--- config.mk ---
export PLATFORM = sky130hd
export DESIGN_NAME = pc_ctrl_flat
export DESIGN_NICKNAME = d
export VERILOG_FILES = /design/src/rtl/pc_pkg.sv /design/src/rtl/pc_ctrl_if.sv /design/src/rtl/pc_ras.sv /design/src/rtl/pc_ctrl.sv /design/src/flat_wrapper.sv
export SDC_FILE = /design/constraint.sdc
export NUM_CORES = 1
export LEC_CHECK = 0
export ABC_AREA = 1
export CORE_UTILIZATION = 55
export DETAILED_ROUTE_END_ITERATION = 7
export PLACE_DENSITY = 0.88
export SETUP_SLACK_MARGIN = 0.15
export SYNTH_ARGS = -nofsm -noshare
export SYNTH_HDL_FRONTEND = slang
export SYNTH_HIERARCHICAL = 1
export SYNTH_SLANG_ARGS = --single-unit
--- constraint.sdc ---
create_clock -name clk -period 7 [get_ports clk]
set_input_delay 2.1 -clock clk [delete_from_list [all_inputs] [get_ports clk]]
set_output_delay 2.1 -clock clk [all_outputs]
set_load 0.005 [all_outputs]
--- src/rtl/pc_pkg.sv ---
// pc_pkg: shared encodings and default vectors for the PC unit (RAS via PC_RAS_EN)
package pc_pkg;
  localparam logic [2:0] NPC_SEQ  = 3'd0;
  localparam logic [2:0] NPC_BR   = 3'd1;
  localparam logic [2:0] NPC_J    = 3'd2;
  localparam logic [2:0] NPC_JR   = 3'd3;
  localparam logic [2:0] NPC_ERET = 3'd5;
  typedef enum logic {ST_NORM = 1'b0, ST_EXC = 1'b1} pc_state_t;
  localparam logic [31:0] DEF_RESET_VEC = 32'h0000_3000;
  localparam logic [31:0] DEF_EXC_VEC   = 32'h0000_4180;
endpackage

--- src/rtl/pc_ctrl_if.sv ---
// pc_ctrl_if: control/datapath bundle of the PC unit; RAS signals exist only with PC_RAS_EN
interface pc_ctrl_if #(parameter int AW = 32);
  logic          pc_wr;
  logic [2:0]    npc_sel;
  logic [15:0]   imm16;
  logic [25:0]   target26;
  logic [AW-1:0] jr_addr;
  logic          exc_req;
  logic [AW-3:0] pc;
  logic [AW-3:0] pc_plus4;
  logic [AW-3:0] epc;
  logic          in_exc;
  logic          addr_err;
`ifdef PC_RAS_EN
  logic          ras_push;
  logic          ras_pop;
  logic [AW-3:0] ras_top;
  logic          ras_miss;
  modport master(output pc_wr, npc_sel, imm16, target26, jr_addr, exc_req, ras_push, ras_pop,
                 input pc, pc_plus4, epc, in_exc, addr_err, ras_top, ras_miss);
  modport slave(input pc_wr, npc_sel, imm16, target26, jr_addr, exc_req, ras_push, ras_pop,
                output pc, pc_plus4, epc, in_exc, addr_err, ras_top, ras_miss);
`else
  modport master(output pc_wr, npc_sel, imm16, target26, jr_addr, exc_req,
                 input pc, pc_plus4, epc, in_exc, addr_err);
  modport slave(input pc_wr, npc_sel, imm16, target26, jr_addr, exc_req,
                output pc, pc_plus4, epc, in_exc, addr_err);
`endif
endinterface

--- src/rtl/pc_ras.sv ---
// pc_ras: circular return-address stack (used only with PC_RAS_EN)
module pc_ras #(
  parameter int W     = 30,
  parameter int DEPTH = 4
) (
  input  logic         clk,
  input  logic         rst,
  input  logic         en,
  input  logic         push,
  input  logic         pop,
  input  logic [W-1:0] pc1,
  input  logic [W-1:0] jr_word,
  output logic [W-1:0] top,
  output logic         miss
);
  localparam int PW = DEPTH > 1 ? $clog2(DEPTH) : 1;
  localparam int CW = $clog2(DEPTH + 1);
  logic [W-1:0]  mem [DEPTH];
  logic [PW-1:0] ptr, up, dn;
  logic [CW-1:0] cnt;
  assign up  = ptr == PW'(DEPTH - 1) ? '0 : ptr + 1'b1;
  assign dn  = ptr == '0 ? PW'(DEPTH - 1) : ptr - 1'b1;
  assign top = mem[ptr];
  // push overwrites the oldest slot on overflow; push+pop replaces the top in place
  always_ff @(posedge clk or negedge rst) begin
    if (!rst) begin
      for (int i = 0; i < DEPTH; i++) mem[i] <= '0;
      ptr  <= '0;
      cnt  <= '0;
      miss <= 1'b0;
    end else begin
      miss <= en && pop && (cnt == '0 || mem[ptr] != jr_word);
      if (en && push && pop) mem[ptr] <= pc1;
      else if (en && push) begin
        mem[up] <= pc1;
        ptr     <= up;
        cnt     <= cnt == CW'(DEPTH) ? cnt : cnt + 1'b1;
      end else if (en && pop && cnt != '0) begin
        ptr <= dn;
        cnt <= cnt - 1'b1;
      end
    end
  end
endmodule

--- src/rtl/pc_ctrl.sv ---
// pc_ctrl: word-addressed PC with next-PC mux, EPC and NORM/EXC FSM; optional RAS with PC_RAS_EN
module pc_ctrl
  import pc_pkg::*;
#(
  parameter int            AW        = 32,
  parameter logic [AW-1:0] RESET_VEC = AW'(DEF_RESET_VEC),
  parameter logic [AW-1:0] EXC_VEC   = AW'(DEF_EXC_VEC),
  parameter int            RAS_DEPTH = 4
) (
  input logic      clk,
  input logic      rst,
  pc_ctrl_if.slave bus
);
  localparam int W = AW - 2;
  logic [W-1:0] pc_q, pc_d, epc_q, epc_d, seq, npc;
  pc_state_t    st_q, st_d;
  logic         err_q, mis, eret;
  // next-PC candidates; reserved selects fall through to sequential
  always_comb begin
    seq  = pc_q + 1'b1;
    mis  = bus.pc_wr && bus.npc_sel == NPC_JR && bus.jr_addr[1:0] != 2'b00;
    eret = bus.pc_wr && bus.npc_sel == NPC_ERET;
    npc  = bus.npc_sel == NPC_BR   ? seq + {{(W-16){bus.imm16[15]}}, bus.imm16} :
           bus.npc_sel == NPC_J    ? {pc_q[W-1:26], bus.target26} :
           bus.npc_sel == NPC_JR   ? bus.jr_addr[AW-1:2] :
           bus.npc_sel == NPC_ERET ? epc_q : seq;
  end
  // exception entry beats pc_wr in NORM; in EXC only ERET or a misaligned JR matter specially
  always_comb begin
    st_d  = st_q;
    pc_d  = pc_q;
    epc_d = epc_q;
    if (st_q == ST_NORM) begin
      if (bus.exc_req || mis) begin
        epc_d = pc_q;
        pc_d  = EXC_VEC[AW-1:2];
        st_d  = ST_EXC;
      end else if (bus.pc_wr) pc_d = npc;
    end else begin
      if (eret) begin
        pc_d = epc_q;
        st_d = ST_NORM;
      end else if (mis) pc_d = EXC_VEC[AW-1:2];
      else if (bus.pc_wr) pc_d = npc;
    end
  end
  // state, PC, EPC and the registered misalignment pulse
  always_ff @(posedge clk or negedge rst) begin
    if (!rst) begin
      st_q  <= ST_NORM;
      pc_q  <= RESET_VEC[AW-1:2];
      epc_q <= '0;
      err_q <= 1'b0;
    end else begin
      st_q  <= st_d;
      pc_q  <= pc_d;
      epc_q <= epc_d;
      err_q <= mis;
    end
  end
  assign bus.pc       = pc_q;
  assign bus.pc_plus4 = seq;
  assign bus.epc      = epc_q;
  assign bus.in_exc   = st_q == ST_EXC;
  assign bus.addr_err = err_q;
`ifdef PC_RAS_EN
  logic ras_en;
  assign ras_en = bus.pc_wr && !mis && !(st_q == ST_NORM && bus.exc_req);
  pc_ras #(.W(W), .DEPTH(RAS_DEPTH)) u_ras (
    .clk    (clk),
    .rst    (rst),
    .en     (ras_en),
    .push   (bus.ras_push),
    .pop    (bus.ras_pop),
    .pc1    (seq),
    .jr_word(bus.jr_addr[AW-1:2]),
    .top    (bus.ras_top),
    .miss   (bus.ras_miss)
  );
`endif
endmodule
--- src/flat_wrapper.sv ---
// flat-port wrapper written by rule: the top's interface ports become plain ports
module pc_ctrl_flat import pc_pkg::*;
#(
  parameter int            AW        = 32,
  parameter logic [AW-1:0] RESET_VEC = AW'(DEF_RESET_VEC),
  parameter logic [AW-1:0] EXC_VEC   = AW'(DEF_EXC_VEC),
  parameter int            RAS_DEPTH = 4
)
  (clk, rst, bus_pc_wr, bus_npc_sel, bus_imm16, bus_target26, bus_jr_addr, bus_exc_req, bus_pc, bus_pc_plus4, bus_epc, bus_in_exc, bus_addr_err);
  pc_ctrl_if #(.AW(AW)) bus_i ();
  input logic clk;
  input logic rst;
  input wire logic [$bits(bus_i.pc_wr)-1:0] bus_pc_wr;
  input wire logic [$bits(bus_i.npc_sel)-1:0] bus_npc_sel;
  input wire logic [$bits(bus_i.imm16)-1:0] bus_imm16;
  input wire logic [$bits(bus_i.target26)-1:0] bus_target26;
  input wire logic [$bits(bus_i.jr_addr)-1:0] bus_jr_addr;
  input wire logic [$bits(bus_i.exc_req)-1:0] bus_exc_req;
  output wire logic [$bits(bus_i.pc)-1:0] bus_pc;
  output wire logic [$bits(bus_i.pc_plus4)-1:0] bus_pc_plus4;
  output wire logic [$bits(bus_i.epc)-1:0] bus_epc;
  output wire logic [$bits(bus_i.in_exc)-1:0] bus_in_exc;
  output wire logic [$bits(bus_i.addr_err)-1:0] bus_addr_err;
  assign bus_i.pc_wr = bus_pc_wr;
  assign bus_i.npc_sel = bus_npc_sel;
  assign bus_i.imm16 = bus_imm16;
  assign bus_i.target26 = bus_target26;
  assign bus_i.jr_addr = bus_jr_addr;
  assign bus_i.exc_req = bus_exc_req;
  assign bus_pc = bus_i.pc;
  assign bus_pc_plus4 = bus_i.pc_plus4;
  assign bus_epc = bus_i.epc;
  assign bus_in_exc = bus_i.in_exc;
  assign bus_addr_err = bus_i.addr_err;
  pc_ctrl #(.AW(AW), .RESET_VEC(RESET_VEC), .EXC_VEC(EXC_VEC), .RAS_DEPTH(RAS_DEPTH)) u_core (.clk(clk), .rst(rst), .bus(bus_i));
endmodule
# --- After elaboration in Yosys (flattened, before gate mapping) ---
# Index checks and enable logic that the tools add are counted.
# Widths: inputs -> output; s select.
word_totals:
  out_inout_bits: 92
  ram_bits: 0
  regBits: 62
  latchBits: 0
  romBits: 0
  inputBits: 81
  word_cells: 29
  memories: 0
classes:
  muxes: 12
  shift: 0
  bitwise: 1
  div: 0
  mul: 0
  magnitude_cmp: 0
  n_eq_ne: 4
  n_reduce_logical: 6
  n_addsub: 2
op_table:
  columns: ["op", "n"]
  rows:
  - ["$mux 30", 9]
  - ["$add 30x1->30 const B", 1]
  - ["$add 30x30->30", 1]
  - ["$eq 3x2->1 const B", 2]
  - ["$eq 3x1->1 const B", 1]
  - ["$eq 3x3->1 const B", 1]
  - ["$logic_and 1x1->1", 3]
  - ["$mux 1", 3]
  - ["$reduce_and 2->1", 1]
  - ["$reduce_bool 2->1", 1]
  - ["$logic_or 1x1->1", 1]
  - ["$not 1->1", 1]

# --- Logic depth before layout (Yosys ltp) ---
# Gate-level depths: netlist (run 1).
logic_depth:
  word_depth: 9
  ltp_mapped: 26
  ltp_nobuf: 26

# --- Worst setup path before layout (run 1) ---
# No wires, ideal clock.
synth_path:
  path_kind: "input-to-reg"
  start: "input port bus_imm16[0]"
  end: "register u_core.pc_q[24], in the netlist u_core/bus.pc[24]"
  setup_ns: 0.117
  t_required_ns: 6.883
  path_slack_ns: 3.269
  n_path_buf: 0
  path_stages: 13
  t_arrival_ns: 3.614
  cell_sequence: "ha_1 -> inv_1 -> fa_1 -> o21bai_1 -> nand2_1 -> nand2_1 -> nand2_1 -> nand3_1 -> nor2_1 -> o21ai_0 -> nand2_1 -> nand2_1 -> nand2_1"
synth_via:
  elab_chain_cells: 6
  word_cells_on_any_way: 7
  classes_between: "add/sub: 1; mux: 6"
synth_lines:
  columns: ["item", "line_no", "rtl"]
  rows:
  - ["from (decl)", "flat_wrapper.sv:15", "input wire logic [$bits(bus_i.imm16)-1:0] bus_imm16;"]
  - ["$add 30x30->30 (*)", "pc_ctrl.sv:23", "npc = bus.npc_sel == NPC_BR ? seq + {{(W-16){bus.imm16[15]}}, bus.imm16} :"]
  - ["$mux 30 (*)", "pc_ctrl.sv:23", null]
  - ["$mux 30 (*)", "pc_ctrl.sv:38, pc_ctrl.sv:44", null]
  - ["$mux 30", "pc_ctrl.sv:43", "end else if (mis) pc_d = EXC_VEC[AW-1:2];"]
  - ["$mux 30", "pc_ctrl.sv:40", "if (eret) begin"]
  - ["$mux 30 (*)", "pc_ctrl.sv:33", "if (st_q == ST_NORM) begin"]
  - ["named net u_core.pc_d[24]", "pc_ctrl.sv:15", "logic [W-1:0] pc_q, pc_d, epc_q, epc_d, seq, npc;"]
  - ["to (signal assigned)", "pc_ctrl.sv:51", "pc_q <= RESET_VEC[AW-1:2];"]
  - ["to (signal assigned)", "pc_ctrl.sv:56", "pc_q <= pc_d;"]
  - ["to (decl)", "pc_ctrl.sv:15", null]
# Mark *: on every way through the listed nets, which the timed path passes. The rest lies on a longest branch.
# A chain may end at the register's enable or synchronous reset.

# --- Worst setup path in the final report (run 1) ---
layout_path:
  start: "input port bus_npc_sel[1]"
  end: "register u_core.epc_q[5], in the netlist u_core/bus.epc[5]"
layout_via:
  elab_chain_cells: 5
layout_lines:
  columns: ["item", "line_no", "rtl"]
  rows:
  - ["from (decl)", "flat_wrapper.sv:14", "input wire logic [$bits(bus_i.npc_sel)-1:0] bus_npc_sel;"]
  - ["$eq 3x2->1", "pc_ctrl.sv:21", "mis = bus.pc_wr && bus.npc_sel == NPC_JR && bus.jr_addr[1:0] != 2'b00;"]
  - ["$logic_and 1x1->1 (2 in a row)", "pc_ctrl.sv:21", null]
  - ["named net u_core.mis", "pc_ctrl.sv:17", "logic err_q, mis, eret;"]
  - ["$logic_or 1x1->1", "pc_ctrl.sv:34", "if (bus.exc_req || mis) begin"]
  - ["$reduce_and 2->1 (no line)", null, null]
  - ["to (signal assigned)", "pc_ctrl.sv:57", "epc_q <= epc_d;"]
  - ["to (decl)", "pc_ctrl.sv:15", null]
# The timed path passes the listed nets, and every way through them passes these cells.

==> impl_metrics.json, run 1 <==
{
  "worst_pin_slew_ps": 968.5,
  "fmax_mhz": 191.5,
  "dr_wl_met2_um": 12450,
  "grt_pass1_vias": 8029,
  "grt_pass1_wl_um": 43080,
  "fp-row-count": 40,
  "synth_edf_count": 0,
  "path_common_cell": "inv_2",
  "syn_nets": 1336,
  "first_pass_iters": 7,
  "critical_path_arrival_ps": 5440,
  "fin_nets": 1492,
  "tritoncts": "built",
  "synthAdderAreaFrac_pct": 6.799,
  "worstSetupStartpointType": "input pin",
  "setup_slack_ps": 1778,
  "drv_slew": 0,
  "cts_hold_buffers": 0,
  "yosys_warnings": 6,
  "gp_congestion": 1.088,
  "finalClockSkew_ps": 7.972,
  "synth_ff_type": "dfrtp_1",
  "ant_nets": 0,
  "outcome": "complete, no violations",
  "crit_slowest_cell": "a21oi_4",
  "pre_cts_ws_ps": 1657,
  "core_um2": 12160,
  "cp_cell_sequence": "clkdlybuf4s50_1 -> nand2_2 -> nor2_4 -> inv_2 -> nor3_4 -> inv_2 -> a21oi_4 -> buf_4 -> nand2_1 -> o21ai_0",
  "synth_top_family_by_area": "simple AND/OR/NAND/NOR gates",
  "yosysUniqueCellTypes": 43,
  "synthMuxAreaShare_pct": 0.1627,
  "n_antenna_cell": 0,
  "vias_per_cell": 5.757,
  "peakVddDrop_mv": 0.2671,
  "synth_cells": 1218,
  "leakagePower_nw": 4.524,
  "drcViolationCount": 0,
  "antenna_found_initial": 0,
  "wl_um": 28380,
  "cts.clk_slew.worst_paths_ps": 60,
  "root_buffer": "clkbuf_16",
  "die_y_um": 114.2,
  "gr-usage-all-layers_pct": 43.59,
  "relSlewSlack_pct": 35.29,
  "portBuffers": 172,
  "fin_crit_ps": 5222,
  "met3_length_um": 3887,
  "top_layer": "met4",
  "clockBufferDepth": 2,
  "ctsHtreeMaxLevel": 3,
  "worst-path-buf-inv": 4,
  "synth-compound-area-share_pct": 16.55,
  "die_w_um": 114.2,
  "ys_seq_elements": 62,
  "avgSynthCellArea_um2": 5.681,
  "synthesis.area_um2": 6919,
  "path_max_fanout": 38,
  "endpoint_kind": "flip-flop",
  "crit_required_ps": 7220,
  "p_per_area_nw_per_um2": 274.3,
  "postCtsSetupBuffers": 0,
  "finalSetupTns_ps": 0,
  "vias": 8906,
  "clkLatencyLatePin_ps": 330,
  "final_util_pct": 74.73,
  "hp-class": "flip-flop to flip-flop",
  "initialDrtViolationCount": 1325,
  "maxCapViolCount": 0,
  "clock_sinks": 62,
  "grt.overflow.total": 0,
  "layout_common_cells": "nand2_1, clkdlybuf4s50_1, inv_1",
  "drive_gt1_share_pct": 4.133,
  "wl_per_cell_um": 18.34,
  "final.period_utilization_pct": 74.59,
  "critical-path-top-delay-family": "buffers and inverters",
  "ctsResizeCount": 0,
  "setup_violations": 0,
  "synthXorXnorAreaFrac_pct": 2.152,
  "finalHoldViolCount": 0,
  "start_util_pct": 56.89,
  "synthToLayoutAreaGrowth_pct": 31.36,
  "rsz0062_at_grt": "false",
  "fill_cells": 1019,
  "final_common_cell": "nand2_1",
  "dieArea_um2": 13030,
  "wl_met1_um": 11150,
  "synth-simple-area-share_pct": 40.18,
  "seq_area_frac_synth_pct": 22.46,
  "max_stage_delay_ps": 770,
  "async_reset_ff_share_pct": 100.0,
  "cts_buffers": 9,
  "ios": 173,
  "grt_max_degree": 63,
  "dp_hpwl_um": 21940,
  "crit_type": "input pin to flip-flop"
}
[cell type report]
type,count,area [um^2],share of cell area [%]
flip-flops and latches,62,1554,17.10
multi-input cells,946,4572,50.30
clock buffers,9,225.2,2.478
inverters,176,660.6,7.269
clock inverters,7,97.59,1.074
repair buffers,179,1769,19.47
well taps,168,210.2,2.313
[worst min-delay path, cell delays in order (launching register included)]
cell and delay, ps:
dfrtp_1 380, nand2_1 60, nand2_1 60
[Yosys cell counts (2+ instances only)]
cell type / number / area, um^2
o21ai_1: 6 / 30.03
dfstp_2: 2 / 52.55
o22ai_1: 3 / 18.77
inv_1: 169 / 634.4
xnor2_1: 4 / 35.03
nor2_2: 5 / 31.28
or2_2: 2 / 12.51
o221ai_1: 2 / 17.52
nand3_1: 68 / 340.3
nor3_1: 11 / 55.05
o211ai_1: 11 / 82.58
nand4_1: 7 / 43.79
o21bai_1: 9 / 67.56
inv_2: 7 / 26.28
buf_2: 7 / 35.03
nor2_1: 141 / 529.3
a21oi_1: 83 / 415.4
clkbuf_1: 21 / 78.83
xor2_1: 13 / 113.9
ha_1: 36 / 450.4
o21a_1: 2 / 15.01
and2_1: 5 / 31.28
nand3b_1: 4 / 30.03
nand2_1: 435 / 1633
nor3_4: 2 / 32.53
buf_1: 3 / 11.26
o21ai_2: 10 / 87.58
o21ai_0: 76 / 380.4
dfrtp_1: 60 / 1501
[per-layer routing]
metal	vias up	global-route usage, %
met5	-	0
met4	0	13.85
met3	72	9.529
met2	676	69.09
met1	3992	59.29
li1	4166	-
[metrics by stage]
| step | hold slack [ps] | instance area [um^2] | std cells | power (mW) |
|---|---|---|---|---|
| floorplan | 493.7 | 6919 | 1218 | 1.288 |
| global placement | 482.2 | 8766 | 1531 | 1.917 |
| detailed placement | 494.4 | 8766 | 1531 | 1.942 |
| CTS | 526.7 | 9089 | 1547 | 2.444 |
| global route | 551.6 | 9089 | 1547 | 2.629 |
| finish | 523.7 | 9089 | 1547 | 2.493 |
[final timing paths]
| check | end | slack, ps | start | cells past startpoint |
|---|---|---|---|---|
| worst max-delay path | u_core/bus.epc[5] | 1780 | bus_npc_sel[1] | 10 |
| worst min-delay path | u_core/bus.pc[19] | 520 | u_core/bus.epc[19] | 2 |
| worst max register to register | u_core/bus.pc[19] | 2880 | u_core/bus.pc[0] | 19 |
| worst min register to register | u_core/bus.pc[19] | 520 | u_core/bus.epc[19] | 2 |
| max in group asynchronous | u_core/bus.epc[22] | 4550 | rst | 2 |
| min in group asynchronous | u_core/bus.epc[0] | 1920 | rst | 2 |
[report_power, final]
| group | leakage, nW | total, mW | internal (mW) | switching, mW |
|---|---|---|---|---|
| logic | 3.62 | 1.40 | 0.591 | 0.804 |
| registers | 0.751 | 0.610 | 0.463 | 0.147 |
| clock network | 0.152 | 0.487 | 0.313 | 0.175 |
[cell families (layout without fill, tap and decap cells)]
kind of cell / Yosys count / count (layout)
compound gates: 206 / 206
simple gates: 685 / 685
xor+xnor: 17 / 17
fa+ha+maj: 37 / 37
mux: 1 / 1
buf+inv: 210 / 371
flops: 62 / 62
[sequential cells by signal, indices dropped and copies added (netlist names)]
register and cells:
u_core/bus.pc 30, u_core/bus.in_exc 1, u_core/bus.addr_err 1, u_core/bus.epc 30
Note: power is estimated with default switching activity, not from simulation.
==> run 2, diff against run 1 <==
CORE_UTILIZATION = 46   (was 55)
PLACE_DENSITY = 0.78   (was 0.88)
clock period = 4.6 ns   (was 7 ns; I/O delays follow)
==> run 2 against run 1 <==
Compared with the run above:
- die area is 19% higher
- final cell count is 1.5% higher
- routed wire length is 3.6% higher
- setup slack worse by 1400 ps
- critical path type is now flip-flop to primary output
- largest cell class unchanged
==> impl_metrics.json, run 2 (same netlist as run 1, synthesis figures left out) <==
{
  "switchingPower_mw": 1.669,
  "multi_input_area_um2": 4572,
  "finalClockSkew_ps": 6.110,
  "first_pass_iters": 6,
  "vias_per_cell": 5.576,
  "final.period_utilization_pct": 91.41,
  "critical_path_arrival_ps": 2820,
  "finalSetupTns_ps": 0,
  "ctsHtreeMaxLevel": 3,
  "intPower_mw": 2.048,
  "gp_congestion": 1.070,
  "dieArea_um2": 15540,
  "outcome": "complete, no violations",
  "fp-row-count": 44,
  "grt.overflow.total": 0,
  "fin_nets": 1499,
  "n_antenna_cell": 0,
  "clkPwrFrac_pct": 18.8,
  "leakagePower_nw": 4.551,
  "rsz0062_at_grt": "false",
  "ctsResizeCount": 0,
  "vias": 8754,
  "hp-class": "flip-flop to flip-flop",
  "grt_pass1_vias": 7962,
  "p_per_area_nw_per_um2": 406.3,
  "layout_common_cells": "nand2_1, clkdlybuf4s50_1, inv_1",
  "postCtsSetupBuffers": 0,
  "peakVddDrop_mv": 0.3327,
  "fin_crit_ps": 4205,
  "portBuffers": 172,
  "fmax_mhz": 237.8,
  "pre_cts_ws_ps": 403.2,
  "crit_required_ps": 3220,
  "drcViolationCount": 0,
  "setup_violations": 0,
  "endpoint_kind": "primary output",
  "finalHoldViolCount": 0,
  "maxCapViolCount": 0,
  "wl_per_cell_um": 18.73,
  "ios": 173,
  "finalPower_mw": 3.717,
  "relSlewSlack_pct": 50.67,
  "cts.clk_slew.worst_paths_ps": 60,
  "worst_pin_slew_ps": 739.9,
  "die_y_um": 124.6,
  "drv_slew": 0,
  "crit_type": "flip-flop to primary output",
  "die_w_um": 124.6,
  "grt_pass1_wl_um": 44760,
  "cts_hold_buffers": 0,
  "clockBufferDepth": 2,
  "gr-usage-all-layers_pct": 37.31,
  "setup_slack_ps": 395.2,
  "initialDrtViolationCount": 1076,
  "grt_max_degree": 41,
  "cts_buffers": 9,
  "comb_power_share_pct": 56.7,
  "worstSetupStartpointType": "flip-flop",
  "seqCellArea_um2": 1554,
  "tritoncts": "built",
  "swShare_pct": 44.90,
  "seqPwrFrac_pct": 24.5,
  "core_um2": 14590,
  "clock_sinks": 62,
  "ant_nets": 0,
  "start_util_pct": 47.43,
  "root_buffer": "clkbuf_16",
  "final_common_cell": "nand2_1",
  "path_max_fanout": 7,
  "drive_gt1_share_pct": 4.618,
  "fill_cells": 1444,
  "antenna_found_initial": 0,
  "clkLatencyLatePin_ps": 330,
  "wl_um": 29410,
  "dp_hpwl_um": 23460,
  "synthToLayoutAreaGrowth_pct": 32.22
}
run 2: cell type report:
| class | instances | share of cell area [%] |
|---|---|---|
| multi-input combinational | 946 | 49.97 |
| clock inverter | 6 | 0.7795 |
| inverter | 176 | 7.221 |
| tap | 184 | 2.516 |
| clock buffer | 10 | 2.612 |
| sequential | 62 | 16.99 |
| timing repair buffer | 186 | 19.91 |
run 2: routing by layer:
| layer | up-vias | track usage (%) | routed length (um) |
|---|---|---|---|
| met5 | - | 0 | 0 |
| met4 | 0 | 12.90 | 893 |
| met3 | 53 | 4.725 | 2783 |
| met2 | 513 | 58.30 | 12760 |
| met1 | 4016 | 52.78 | 12970 |
| li1 | 4172 | - | - |
run 2: per-stage QoR:
| stage | instances | utilization [%] | hold slack [ps] | instance area (um^2) |
|---|---|---|---|---|
| after floorplan | 1218 | - | 493.7 | 6919 |
| after global placement | 1554 | 60.58 | 482.1 | 8838 |
| after detailed placement | 1554 | 60.58 | 482.1 | 8838 |
| after CTS | 1570 | 62.71 | 495.2 | 9149 |
| after global routing | 1570 | 62.71 | 537.8 | 9149 |
| final | 1570 | 62.71 | 493.0 | 9149 |
run 2: critical path: stages, from the launching register on:
cell,delay [ps]
dfrtp_1,450
ha_1,220
nand2_1,110
nor2_2,240
nand2_1,170
nor2_2,240
xor2_1,450
clkdlybuf4s50_1,620
run 2: final timing paths:
kind	cells past startpoint	end	slack [ps]	from
setup reg to reg	19	u_core/bus.pc[25]	790	u_core/bus.pc[5]
min in group asynchronous	1	u_core/bus.epc[4]	1110	rst
hold / removal	2	u_core/bus.pc[26]	490	u_core/bus.epc[26]
max in group asynchronous	2	u_core/bus.pc[11]	2530	rst
hold reg to reg	2	u_core/bus.pc[26]	490	u_core/bus.epc[26]
setup / recovery	7	bus_pc_plus4[10]	400	u_core/bus.pc[0]
run 2: power groups by stage:
| stage | clock network (mW) | registers (mW) | logic (mW) |
|---|---|---|---|
| finish | 0.697 | 0.912 | 2.11 |
| global route | 0.722 | 0.934 | 2.30 |
| CTS | 0.705 | 0.905 | 2.06 |
| detailed placement | 0 | 0.909 | 2.05 |
| global placement | 0 | 0.910 | 2.04 |
| floorplan | 0 | 0.866 | 1.09 |
